--- src/rtl/dir_queue.sv ---
// Direction command queue: edge-detects held key codes, filters null/reversal turns,
// buffers accepted turns and releases one per unpaused game step with a move strobe.
module dir_queue #(
  parameter int unsigned DEPTH    = 4,
  parameter int unsigned PTR_W    = 2,
  parameter logic [1:0]  INIT_DIR = 2'b11
) (
  input  logic             clk_25M,
  input  logic             rst,
  input  logic [2:0]       key_stroke,
  input  logic             step,
  output logic [1:0]       cur_dir,
  output logic             move,
  output logic             paused,
  output logic [PTR_W:0]   q_count,
  output logic [7:0]       drop_cnt
);

  typedef enum logic [2:0] {
    KEY_NONE  = 3'b000,
    KEY_UP    = 3'b001,
    KEY_DOWN  = 3'b010,
    KEY_LEFT  = 3'b011,
    KEY_RIGHT = 3'b100,
    KEY_PAUSE = 3'b101
  } key_e;

  localparam logic [PTR_W:0] DEPTH_C = (PTR_W+1)'(DEPTH);

  logic [2:0]       key_prev_q, key_prev_d;
  logic             step_prev_q, step_prev_d;
  logic [1:0]       cur_dir_q, cur_dir_d;
  logic             move_q, move_d;
  logic             paused_q, paused_d;
  logic [PTR_W:0]   count_q, count_d;
  logic [7:0]       drop_cnt_q, drop_cnt_d;
  logic [PTR_W-1:0] wr_ptr_q, wr_ptr_d;
  logic [PTR_W-1:0] rd_ptr_q, rd_ptr_d;
  logic [1:0]       mem_q [DEPTH];
  logic [1:0]       mem_d [DEPTH];

  logic             key_evt, dir_evt, pause_evt, tick;
  logic [1:0]       evt_dir, ref_dir, opp_dir;
  logic [PTR_W-1:0] last_ptr;
  logic             accept, full, push, pop, drop;

  always_comb begin
    key_evt   = (key_stroke != key_prev_q) && (key_stroke != KEY_NONE);
    dir_evt   = key_evt && (key_stroke >= KEY_UP) && (key_stroke <= KEY_RIGHT);
    pause_evt = key_evt && (key_stroke == KEY_PAUSE);
    // codes 001..100 map to 00..11 by subtracting one from the low two bits
    evt_dir   = key_stroke[1:0] - 2'd1;
    tick      = step & ~step_prev_q;

    last_ptr  = wr_ptr_q - PTR_W'(1);
    ref_dir   = (count_q != '0) ? mem_q[last_ptr] : cur_dir_q;
    opp_dir   = {ref_dir[1], ~ref_dir[0]};
    accept    = dir_evt && (evt_dir != ref_dir) && (evt_dir != opp_dir);
    full      = (count_q == DEPTH_C);
    pop       = tick && !paused_q && (count_q != '0);
    // a pop in the same cycle frees a slot, so a full queue can still accept
    push      = accept && (!full || pop);
    drop      = accept && full && !pop;
  end

  always_comb begin
    key_prev_d  = key_stroke;
    step_prev_d = step;
    mem_d       = mem_q;
    wr_ptr_d    = wr_ptr_q;
    rd_ptr_d    = rd_ptr_q;
    count_d     = count_q;
    cur_dir_d   = cur_dir_q;
    move_d      = tick && !paused_q;
    paused_d    = paused_q ^ pause_evt;
    drop_cnt_d  = drop_cnt_q;

    if (push) begin
      mem_d[wr_ptr_q] = evt_dir;
      wr_ptr_d        = wr_ptr_q + PTR_W'(1);
    end
    if (pop) begin
      cur_dir_d = mem_q[rd_ptr_q];
      rd_ptr_d  = rd_ptr_q + PTR_W'(1);
    end
    case ({push, pop})
      2'b10:   count_d = count_q + (PTR_W+1)'(1);
      2'b01:   count_d = count_q - (PTR_W+1)'(1);
      default: count_d = count_q;
    endcase
    if (drop && (drop_cnt_q != 8'hFF)) begin
      drop_cnt_d = drop_cnt_q + 8'd1;
    end
  end

  always_ff @(posedge clk_25M) begin
    if (rst) begin
      key_prev_q  <= '0;
      step_prev_q <= 1'b0;
      cur_dir_q   <= INIT_DIR;
      move_q      <= 1'b0;
      paused_q    <= 1'b0;
      count_q     <= '0;
      drop_cnt_q  <= '0;
      wr_ptr_q    <= '0;
      rd_ptr_q    <= '0;
    end else begin
      key_prev_q  <= key_prev_d;
      step_prev_q <= step_prev_d;
      cur_dir_q   <= cur_dir_d;
      move_q      <= move_d;
      paused_q    <= paused_d;
      count_q     <= count_d;
      drop_cnt_q  <= drop_cnt_d;
      wr_ptr_q    <= wr_ptr_d;
      rd_ptr_q    <= rd_ptr_d;
    end
  end

  // Storage is only read behind count_q, so it needs no reset.
  always_ff @(posedge clk_25M) begin
    mem_q <= mem_d;
  end

  assign cur_dir  = cur_dir_q;
  assign move     = move_q;
  assign paused   = paused_q;
  assign q_count  = count_q;
  assign drop_cnt = drop_cnt_q;

endmodule

--- config.mk ---
export PLATFORM = sky130hd
export DESIGN_NAME = dir_queue
export DESIGN_NICKNAME = d
export VERILOG_FILES = /design/src/rtl/dir_queue.sv
export SDC_FILE = /design/constraint.sdc
export NUM_CORES = 1
export LEC_CHECK = 0
export BUFFER_PORTS_ARGS = -buffer_cell sky130_fd_sc_hd__buf_2
export CAP_MARGIN = 20
export CORE_UTILIZATION = 25
export DETAILED_ROUTE_END_ITERATION = 7
export PLACE_DENSITY_LB_ADDON = 0.05
export SLEW_MARGIN = 5
export SYNTH_ARGS = -nofsm -noshare
export SYNTH_HDL_FRONTEND = slang
export SYNTH_SLANG_ARGS = --single-unit
--- constraint.sdc ---
create_clock -name clk_25M -period 3.1 [get_ports clk_25M]
set_input_delay 0.465 -clock clk_25M [delete_from_list [all_inputs] [get_ports clk_25M]]
set_output_delay 0.465 -clock clk_25M [all_outputs]
set_load 0.005 [all_outputs]
==> tab_implementation.tex <==
\begin{tabular}{lr}
\hline
Metric & Value \\
\hline
\multicolumn{2}{l}{\textbf{Timing}} \\
Final hold violations & 0 \\
Slew at the pin closest to its max-slew limit & roughly 0.50 ns \\
Setup-failing EPs final & 0 \\
Max Slew Vio Count & 0 \\
Post-layout min period & 2.90 ns \\
Part of the cycle the worst path needs & 93.7\% \\
Max Fclk & roughly 0.34 GHz \\
Total negative slack for setup checks & 0 ns \\
RSZ-0062 raised after global routing & false \\
Setup clock skew after layout & 0.00252 ns \\
Hold slack & 0.409 ns \\
Max-slew headroom at the worst pin & approximately two thirds \\
\multicolumn{2}{l}{\textbf{Critical path}} \\
Arrival time of data at the critical path endpoint & 3.11 ns \\
Endpoint class of the critical path & flop \\
Category of the critical setup timing path & flop to flop \\
Worst Setup SP & wr\_ptr\_q[1] \\
Type of element launching the critical path & flop \\
Worst Path Required & about 3.3 ns \\
Largest driver fanout on the critical path & 4 \\
Startpoint of the most critical register-to-register path & wr\_ptr\_q[1] \\
\multicolumn{2}{l}{\textbf{Route}} \\
DR vias & roughly 1200 \\
Number of design-rule violations left by the first detailed-router iteration & 10 \\
Detailed-route DRC error count & 0 \\
Avg Vias per Cell & 4.57 \\
Number of nets still failing antenna checks after routing & 0 \\
Aggregate routed wire length & 3250 µm \\
Detail-routed net length per standard cell & $\sim$13 µm \\
Detailed Routing Iterations Pass 1 & 3 \\
\multicolumn{2}{l}{\textbf{Placement}} \\
Hpwl dp & roughly 2400 µm \\
Placer's final routability congestion estimate & approximately 0.7 \\
\# port buffers & 20 \\
\multicolumn{2}{l}{\textbf{Floorplan}} \\
Boundary Pins & 21 \\
Die area & about 6500 µm² \\
CORE AREA & around 6000 µm² \\
Height of the die & just over 80 µm \\
Starting density of the core & between 20\% and 30\% \\
Cell Rows & 28 \\
Horizontal die dimension & between 80 and 90 µm \\
\multicolumn{2}{l}{\textbf{Synthesis}} \\
Total standard cell area after synthesis & approximately 1600 µm² \\
YS warnings & 0 \\
Primary FF master, synth & dfxtp\_1 \\
Post-Syn Area per Cell & around 10 µm² \\
Number of enable-type register cells in the synthesized netlist & 8 \\
Post-synth cell types & slightly above 40 \\
Async set or reset register ratio after synthesis & 0\% \\
Gate count after technology mapping & between 100 and 150 \\
Sequential element share of the synthesized area & 45.2\% \\
Post-synthesis net count & approximately 160 \\
Count of state elements after synthesis & 31 \\
\multicolumn{2}{l}{\textbf{Clock network}} \\
Later-pin clock latency in the skew report & approximately 0.28 ns \\
Count of hold-fix buffers inserted at cts & 0 \\
Library cell used as clock root buffer & clkbuf\_8 \\
Longest Clk Path Bufs & 2 \\
Post-CTS clock slew at the launch and capture registers of the worst setup and hold paths & approximately 0.070 ns \\
Number of H-tree levels & 2 \\
Clock sinks & 31 \\
Total clock buffers created by CTS & 5 \\
Clock tree from TritonCTS & done \\
\multicolumn{2}{l}{\textbf{Min path}} \\
Hold Path Class & input port to flop \\
Source of the worst hold timing path & step \\
\multicolumn{2}{l}{\textbf{Final layout}} \\
Commonest non-fill, non-tap cells in the layout & 23 x dfxtp\_1, 20 x buf\_2, 14 x nor2\_1, 10 x inv\_1, 9 x a21oi\_1 \\
ANT cells & 0 \\
Relative area change from synthesis to final layout & 19.4\% \\
Fill cell count & 653 \\
Final net count & 191 \\
Fraction of final layout cells with drive strength greater than 1 & between 20\% and 30\% \\
Most common cell after layout, fill and taps aside & dfxtp\_1 \\
\multicolumn{2}{l}{\textbf{Pwr}} \\
Peak ir drop on the vdd network & 0.000244 V \\
P per Cell Area & about 650 nW/µm² \\
Static Leak & about 0.70 nW \\
Post-layout total power & roughly 0.0012 W \\
\multicolumn{2}{l}{\textbf{Status}} \\
Status & complete, no violations \\
\multicolumn{2}{l}{\textbf{Global routing}} \\
Total routing usage reported by global routing & between 10\% and 20\% \\
Vias in the first global route & around 1200 \\
Remaining global-route overflow & 0 \\
Initial antenna violation count & 0 \\
Wire length of the first global-routing pass & 5570 µm \\
Largest net degree at the start of global routing & 27 \\
\multicolumn{2}{l}{\textbf{Flow run}} \\
Max capacitance violation total & 0 \\
\hline
\end{tabular}
[logic make-up after synthesis]
family	count (synthesis)	share of synthesized area (%)
DFF	31	45.2
xor gates and xnor gates	9	5.56
buffers and inverters	15	5.08
and+or+nand+nor	56	19.5
muxes	7	7.34
AOI/OAI and AO/OA	22	9.60
adders and majority gates	9	7.74
[Yosys cell counts, types with 2 or more instances]
master | n | area [µm²]
nand3_1 | 5 | 25.0
edfxtp_1 | 8 | 240
nor2_1 | 14 | 52.6
nand2b_1 | 2 | 12.5
mux2i_1 | 2 | 20.0
ha_1 | 8 | 100
xor2_1 | 3 | 26.3
or4_1 | 3 | 22.5
inv_1 | 10 | 37.5
or3_1 | 4 | 25.0
dfxtp_1 | 23 | 460
and3_1 | 2 | 12.5
nor2b_1 | 4 | 25.0
o21ai_0 | 6 | 30.0
and2_1 | 4 | 25.0
mux4_2 | 3 | 67.6
nand4_1 | 3 | 18.8
or2_2 | 2 | 12.5
xnor2_1 | 5 | 43.8
o31ai_1 | 3 | 22.5
nand2_1 | 6 | 22.5
nor3_1 | 2 | 10.0
a21oi_1 | 9 | 45.0
[path summary, 6_finish.rpt]
check           endpoint  slack (ns)  depth (start not counted)
min reg2reg  drop_cnt[7]        0.51                          2
max reg2reg   q_count[2]        0.20                         13
max           q_count[2]        0.20                         13
min          step_prev_q        0.41                          2
[timing repair]
item,CTS,global route
setup buffers,0,0
endpoints found under the setup margin,0,1
resized for setup,0,1
[power breakdown]
group,switching [W],internal (W),total [W]
Sequential,0.0000316,0.000454,0.000486
Combinational,0.000178,0.000151,0.000329
Clock,0.000157,0.000235,0.000392
Total,0.000366,0.000840,0.00121
[stage by stage]
step / area, µm² / setup slack [ns] / instances / utilization [%]
floorplan: 1550 / 0.219 / 149 / -
global placement: 1740 / 0.251 / 244 / 29.2
detailed placement: 1740 / 0.159 / 244 / 29.2
CTS: 1850 / 0.141 / 252 / 31.1
global route: 1850 / 0.00483 / 252 / 31.1
finish: 1850 / 0.196 / 252 / 31.1
[routing by layer]
layer	track usage [%]	vias up	routed length, µm
met4	5.36	0	51
met3	4.04	5	151
met5	0	-	0
met2	19.7	16	1650
li1	-	579	-
met1	12.9	552	1400
[registers in the layout (all words and copies together), names as in the netlist]
name         flops
q_count          3
step_prev_q      1
move             1
cur_dir          2
wr_ptr_q         2
key_prev_q       3
paused           1
mem_q            8
rd_ptr_q         2
drop_cnt         8
[worst max-delay path: stages (launching register included)]
cell,delay [ns]
dfxtp_1,0.38
inv_1,0.08
ha_1,0.31
mux4_2,0.31
mux2i_2,0.21
xnor2_2,0.17
a311oi_4,0.07
inv_1,0.08
ha_1,0.18
inv_1,0.06
fa_1,0.38
xor2_1,0.16
or3_1,0.31
a21oi_1,0.14
[area by class of cell]
cell class	instances	area, µm²	area share [%]
inverters	10	37.5	2.03
clock inverters	3	38.8	2.09
flip-flops and latches	31	701	37.8
multi-input cells	103	776	41.9
clock buffers	5	68.8	3.71
repair buffers	25	138	7.43
well taps	75	93.8	5.06
No activity file was read; power rests on OpenSTA's default activity.
